### src/rtl/notas_pkg.sv
// rtl/notas_pkg.sv - note code range constants and melody sequencer state encoding
package notas_pkg;

    localparam logic [3:0] NOTA_SILENCIO = 4'd0;
    localparam logic [3:0] NOTA_MIN      = 4'd1;
    localparam logic [3:0] NOTA_MAX      = 4'd13;

    typedef enum logic [2:0] {
        INICIAL = 3'd0,
        BUSCA   = 3'd1,
        TOCA    = 3'd2,
        PAUSA   = 3'd3,
        PROXIMA = 3'd4,
        FIM     = 3'd5
    } estado_t;

    // Codes outside 1..13 are rests: they keep the slot timing but stay silent
    function automatic logic nota_valida(input logic [3:0] nota);
        return (nota != NOTA_SILENCIO) && (nota >= NOTA_MIN) && (nota <= NOTA_MAX);
    endfunction

endpackage

### src/rtl/contador_m.sv
// rtl/contador_m.sv - up-counter whose modulus (ultimo+1) is chosen at run time
module contador_m #(
    parameter int W = 4
) (
    input  logic         clock,
    input  logic         reset,
    input  logic         zera,
    input  logic         conta,
    input  logic [W-1:0] ultimo,
    output logic         fim
);

    localparam logic [W-1:0] UM = 1;

    logic [W-1:0] r_q;
    logic         w_fim;

    assign w_fim = (r_q == ultimo);
    assign fim   = w_fim;

    // Wrapping at the terminal count hands the next phase a cleared counter
    always_ff @(posedge clock) begin
        if (reset || zera) begin
            r_q <= '0;
        end else if (conta) begin
            r_q <= w_fim ? '0 : r_q + UM;
        end
    end

endmodule

### src/rtl/controlador_notas.sv
// rtl/controlador_notas.sv - plays note memory entries 0..limite with fixed note and gap times
module controlador_notas
    import notas_pkg::*;
#(
    parameter int ADDR_W        = 4,
    parameter int DURACAO_NOTA  = 1000,
    parameter int DURACAO_PAUSA = 250
) (
    input  logic              clock,
    input  logic              reset,
    input  logic              iniciar,
    input  logic              parar,
    input  logic [ADDR_W-1:0] limite,
    input  logic [3:0]        dado_nota,
    output logic [ADDR_W-1:0] endereco,
    output logic [3:0]        valor,
    output logic              enable_nota,
    output logic              tocando,
    output logic              pronto
);

    localparam int DMAX = (DURACAO_NOTA > DURACAO_PAUSA) ? DURACAO_NOTA : DURACAO_PAUSA;
    localparam int CW   = $clog2(DMAX + 1);
    localparam logic [CW-1:0]     ULT_NOTA  = CW'(DURACAO_NOTA - 1);
    localparam logic [CW-1:0]     ULT_PAUSA = CW'(DURACAO_PAUSA - 1);
    localparam logic [ADDR_W-1:0] UM        = 1;

    estado_t           r_estado;
    logic [ADDR_W-1:0] r_endereco;
    logic [ADDR_W-1:0] r_limite;
    logic [3:0]        r_valor;
    logic              r_valido;

    logic              w_conta;
    logic              w_fim;
    logic [CW-1:0]     w_ultimo;

    assign w_conta  = (r_estado == TOCA) || (r_estado == PAUSA);
    assign w_ultimo = (r_estado == TOCA) ? ULT_NOTA : ULT_PAUSA;

    contador_m #(.W(CW)) u_contador (
        .clock  (clock),
        .reset  (reset),
        .zera   (!w_conta),
        .conta  (w_conta),
        .ultimo (w_ultimo),
        .fim    (w_fim)
    );

    always_ff @(posedge clock) begin
        if (reset) begin
            r_estado   <= INICIAL;
            r_endereco <= '0;
            r_limite   <= '0;
            r_valor    <= '0;
            r_valido   <= 1'b0;
        end else if (parar && (r_estado != INICIAL)) begin
            r_estado <= INICIAL;
        end else begin
            case (r_estado)
                INICIAL: begin
                    if (iniciar && !parar) begin
                        r_limite   <= limite;
                        r_endereco <= '0;
                        r_estado   <= BUSCA;
                    end
                end
                BUSCA: begin
                    r_valor  <= dado_nota;
                    r_valido <= nota_valida(dado_nota);
                    r_estado <= TOCA;
                end
                TOCA:  if (w_fim) r_estado <= PAUSA;
                PAUSA: if (w_fim) r_estado <= PROXIMA;
                PROXIMA: begin
                    // Compare before incrementing so limite = all-ones never wraps
                    if (r_endereco == r_limite) begin
                        r_estado <= FIM;
                    end else begin
                        r_endereco <= r_endereco + UM;
                        r_estado   <= BUSCA;
                    end
                end
                FIM:     r_estado <= INICIAL;
                default: r_estado <= INICIAL;
            endcase
        end
    end

    assign endereco    = r_endereco;
    assign valor       = r_valor;
    assign enable_nota = (r_estado == TOCA) && r_valido;
    assign tocando     = (r_estado != INICIAL) && (r_estado != FIM);
    assign pronto      = (r_estado == FIM);

endmodule

### config.mk
export PLATFORM = sky130hd
export DESIGN_NAME = controlador_notas
export DESIGN_NICKNAME = d
export VERILOG_FILES = /design/src/rtl/notas_pkg.sv /design/src/rtl/contador_m.sv /design/src/rtl/controlador_notas.sv
export SDC_FILE = /design/constraint.sdc
export NUM_CORES = 1
export LEC_CHECK = 0
export CAP_MARGIN = 30
export CORE_ASPECT_RATIO = 0.9
export CORE_MARGIN = 2
export CORE_UTILIZATION = 32
export DETAILED_ROUTE_END_ITERATION = 6
export PLACE_DENSITY = 0.55
export SYNTH_ARGS = -nofsm -noshare
export SYNTH_HDL_FRONTEND = slang
export SYNTH_SLANG_ARGS = --single-unit
### constraint.sdc
create_clock -name clock -period 1.4 [get_ports clock]
set_input_delay 0.28 -clock clock [delete_from_list [all_inputs] [get_ports clock]]
set_output_delay 0.28 -clock clock [all_outputs]
set_load 0.02 [all_outputs]
# After elaboration in Yosys (flattened, before gate mapping)
# Cells that the tools add are included.
# Widths: inputs -> output; s select.
# word_totals
out_inout_bits	11
input_bits	12
word_cells	52
reg_bits	26
# op_classes
reduce_logical	19
n_bitwise	1
n_addsub	2
n_lt_le_gt_ge	2
eq_ne	12
n_mux	10
# ops
operator	count
$mux 10	2
$pmux 3 s5	1
$mux 3	4
$add 10x1->10 const B	1
$eq 10x10->1	1
$mux 4	2
$pmux 4 s2	1
$eq 3x2->1 const B	2
$eq 3x3->1 const B	2
$logic_and 1x1->1	6
$reduce_and 3->1	2
$add 4x1->4 const B	1
$eq 4x4->1	1
$ge 4x1->1 const B	1
$le 4x4->1 const B	1
$ne 2x1->1 const B	2
$ne 2x2->1 const B	2
$reduce_and 4->1	1
$reduce_bool 4->1	1
$eq 3x1->1 const B	1
$logic_not 3->1	1
$ne 3x3->1 const B	1
$reduce_bool 3->1	1
$logic_not 1->1	2
other kinds (5)	6

# Logic depth before layout (Yosys ltp)
# Gate-level depths: netlist (run 1).
# logic_depth
word_depth	5
mapped_depth	5
mapped_depth_nobuf	5

# Modules after synthesis
# A second synthesis (run 1) with hierarchy kept.
# unflattened
cells_unflattened	166
hier_area_um2	1497.7
# modules_own_cells
mod	area_each_um2	n_inst	cells_per_inst	seq_area_each_um2
controlador_notas	870.8	1	98	320.3
contador_m	626.9	1	68	200.2

# Worst setup path after synthesis (run 1)
# OpenSTA, ideal clock, no wires.
# synth_timing
path_type	register -> register
startpoint	register r_endereco[1] (netlist: endereco[1])
endpoint	register r_endereco[2] (netlist: endereco[2])
stages_incl_launch_ff	5
synth_period_minus_slack_ps	1445
arrival_time_ps	1373
n_path_buf	0
setup_time_ps	72
required_time_ps	1328
slack_ps	-45
cell_sequence	dfxtp_1 -> xnor2_1 -> and3_1 -> a2111oi_4 -> mux2i_1
# synth_via
elab_chain_len	3
# synth_lines
item	line_no	text
start: declaration	controlador_notas.sv:29	logic [ADDR_W-1:0] r_endereco;
start signal: assignment	controlador_notas.sv:80	r_endereco <= r_endereco + UM;
$add 4x1->4 / $eq 4x4->1 (equally long branches)	controlador_notas.sv:80, controlador_notas.sv:77	
$mux 4 / $ne 2x2->1 (equally long branches)	-	
$pmux 4 s2 / $reduce_and 4->1 (equally long branches)	-	
# Several ways; a longest one is shown, not always the timed one. The select of a mux whose other input is x is not followed.
# A chain may end at the register's enable or synchronous reset.

# Worst setup path in the final report (run 1)
# layout_timing
startpoint	register r_estado[2]
endpoint	register r_endereco[3] (netlist: endereco[3])
# layout_via
elab_chain_len	4
# layout_lines
item	line_no	text
start: declaration	controlador_notas.sv:28	estado_t r_estado;
start signal: assignment	controlador_notas.sv:52	r_estado <= INICIAL;
start signal: assignment	controlador_notas.sv:58	r_estado <= INICIAL;
start signal: assignment	controlador_notas.sv:65	r_estado <= BUSCA;
branches (longest 4 deep; another with $reduce_and 4->1)	-	
# Several ways; the timed one is not identified.

==> metrics.csv, run 1 <==
metric,value,unit
Crit-path slowest cell,or4b_4,
synth unique cells,36,
initial antenna violation count,0,
Pins Over Slew Limit,0,
Logic pwr share,0.162,
gpl congestion,0.7630,
leakage,0.8943,nW
Worst Reg-to-Reg Cells,5,
CTS Buf Count,3,
Avg Inst Size Synth,9.118,sq um
clock share of power,0.327,
Worst Path Buf+Inv,1,
port bufs,22,
Mapped Nets,160,
Initial Utilization,0.3290,
most frequent cells in the layout,"buf_4 (34), nor2_1 (21), dfxtp_1 (17)",
R2R Setup Slk,-90,ps
Fin Hold WS,502.1,ps
Cells after Synth,146,
vias in the first global route,1262,
Critical R2R Launch,r_estado[2],
clk_skew,9.376,ps
final wirelength,3571,um
wire length per cell,13.84,um
total power,1.501,mW
CORE AREA,4046,sq um
fmax,672.3,MHz
clk sink count,26,
Die Span X,71.99,um
DR DRC count,0,
Max-slew headroom,0.7092,
worst setup path endpoint,endereco[3],
initial DRC count,51,
H-Tree Depth,1,
Antenna Cells,0,
biggest cell delay along the critical path,490,ps
gr ovfl total,0,
"most common cell after layout, fill and taps aside",buf_4,
layout cells sized above 1,0.4190,
final worst slack,-87.50,ps
RSZ-0062 raised after global routing,yes,
Via-to-Cell Ratio,4.829,
height of the die,65.19,um
critical path capture point type,register,
synthesized area,1331,sq um
FP Rows,22,
PwrDens,696.8,nW/um^2
maximum clock insertion buffer count,2,
worst-margin pin slew,434.8,ps
fin crit period,1488,ps
Ys Warns,0,
via count,1246,
DIE AREA,4693,sq um
first-pass GRT wire length,5837,um
CTS tree,yes,
area delta synth->final,61.75,%
CP cell instances,buf_6 -> nor2_2 -> or4b_4 -> a21oi_4 -> mux2i_1,
crit path DAT,1690,ps
Hold Path Origin,endereco[1],
Post-Place Cell Area,1837,sq um
Worst setup SP type,register,
fin nets,225,
Net Sw Frac,0.2481,
Tot GR Track Use,0.1638,
Final HPWL DP,2492,um
status,finished with violations,
"Seq/Total Area, Yosys",0.3910,
Synth Register Bits,26,
hold_buf cts,0,
"CP delay by family, top",simple AND/OR/NAND/NOR gates,
Critical Path Source,r_estado[2],
largest net degree at the start of global routing,15,
Final Hold Vio Count,0,
Filler cells,367,
"Clk pin slew, worst setup/hold paths",90,ps
failing checks,negative setup slack,
"antenna viol nets, final",0,
drt pass-1 iters,4,
reg2reg end,endereco[3],
Finish-stage setup viols,5,
VDD IR max,366.6,uV
worst hold path class,register to register,
Psw,372.3,uW
Finished Core Util,0.5322,
design area,2153,sq um
# Max-Cap Violations,0,
clock latency at the later pin of the worst-skew pair,280,ps
critical path data required time,1600,ps
Top Ports,23,
Int Power,1.128,mW
WP depth,5,
Final period util,1.063,
dpl cells,244,
root buf cell,clkbuf_8,
critical path type,register to register,
Crit Path Max Fanout,6,
Seq pwr share,0.510,
Finished Layout Cells,258,
## power groups by stage
stage	logic [mW]	clock network [mW]	registers (mW)
global placement	0.199	0	0.785
CTS	0.235	0.511	0.765
global route	0.260	0.539	0.769
finish	0.243	0.491	0.766
floorplan	0.0949	0	0.788
detailed placement	0.204	0	0.786
## per-layer routing
layer  track usage  up-vias  wire length [um]
met3       0.03067        7                90
li1              -      639                 -
met2        0.2824       18              1766
met1        0.1943      582              1630
met5             0        -                 0
met4       0.08255        0                84
## registers in the layout (all words and copies together) (netlist names)
name,count
valor,4
u_contador.r_q,10
r_estado,3
r_limite,4
r_valido,1
endereco,4
## synthesized netlist by cell type (all sizes together)
library cell,number,area [sq um]
a2111oi,1,27.53
a211oi,2,20.02
a21o,1,7.510
a21oi,3,15.01
a31oi,3,18.77
and2,1,7.510
and3,7,45.05
and4bb,1,12.51
buf,3,20.01
clkbuf,1,3.750
dfxtp,26,520.5
ha,2,25.02
inv,4,15.01
mux2i,14,140.1
nand2,11,41.29
nand2b,4,25.02
nand3,6,30.03
nand3b,3,22.52
nand4,1,6.260
nand4b,1,8.760
nor2,27,101.4
nor3,3,20.02
nor4,2,12.51
nor4b,1,23.77
o211a,1,10.01
o21ai,1,5.000
o31ai,2,20.02
or3,1,11.26
or4b,1,10.01
xnor2,7,61.31
xor2,5,43.79
## metrics by stage
| stage | setup TNS, ps | worst slack (ps) |
|---|---|---|
| 2_1_floorplan | 0 | 10.23 |
| 5_1_grt | -862.7 | -175.0 |
| 3_5_place_dp | -5959 | -453.3 |
| 4_1_cts | -182.1 | -58.25 |
| 3_3_place_gp | -5281 | -306.9 |
| 6_report | -266.4 | -87.50 |
## timing repair
| action | CTS | global route |
|---|---|---|
| setup buffers | 9 | 3 |
| gates resized for setup | 57 | 15 |
| setup endpoints to repair | 36 | 26 |
| pin swaps | 10 | 10 |
## cell families after synthesis
logic type	count (synthesis)	share of synthesized area
fa+ha+maj	2	0.01879
simple gates	70	0.2838
mux	14	0.1053
flops	26	0.3910
xor+xnor	12	0.07895
compound gates	14	0.09305
buf+inv	8	0.02912
## layout make-up
type | count | area [sq um] | area share
Inverter | 4 | 15.01 | 0.006973
Tap cell | 48 | 60.06 | 0.02789
Multi-Input combinational cell | 112 | 922.1 | 0.4282
Clock buffer | 4 | 55.05 | 0.02557
Sequential cell | 26 | 541.8 | 0.2516
Timing Repair Buffer | 64 | 559.3 | 0.2597
## worst min-delay path: stages, from the launching register on
cell and delay [ps]:
dfxtp_2 360, nand2_1 60, mux2i_1 50
## how the worst min path moves through the flow
stage	slack (ps)	cells past startpoint	endpoint
global route	530	2	endereco[1]
CTS	510	2	endereco[1]
floorplan	420	2	r_limite[0]
finish	500	2	endereco[1]
global placement	460	1	u_contador.r_q[0]
detailed placement	460	1	u_contador.r_q[0]
Note: power is estimated with default switching activity, not from simulation.
==> run 2, diff against run 1 <==
--- a/config.mk
+++ b/config.mk
@@ -5,6 +5,7 @@
 export SDC_FILE = /design/constraint.sdc
 export NUM_CORES = 1
 export LEC_CHECK = 0
+export ABC_CLOCK_PERIOD_IN_PS = 1400
 export CAP_MARGIN = 30
 export CORE_ASPECT_RATIO = 0.9
 export CORE_MARGIN = 2
==> results of run 2 <==
No change in the layout: final DEF, timing and power equal those of run 1.
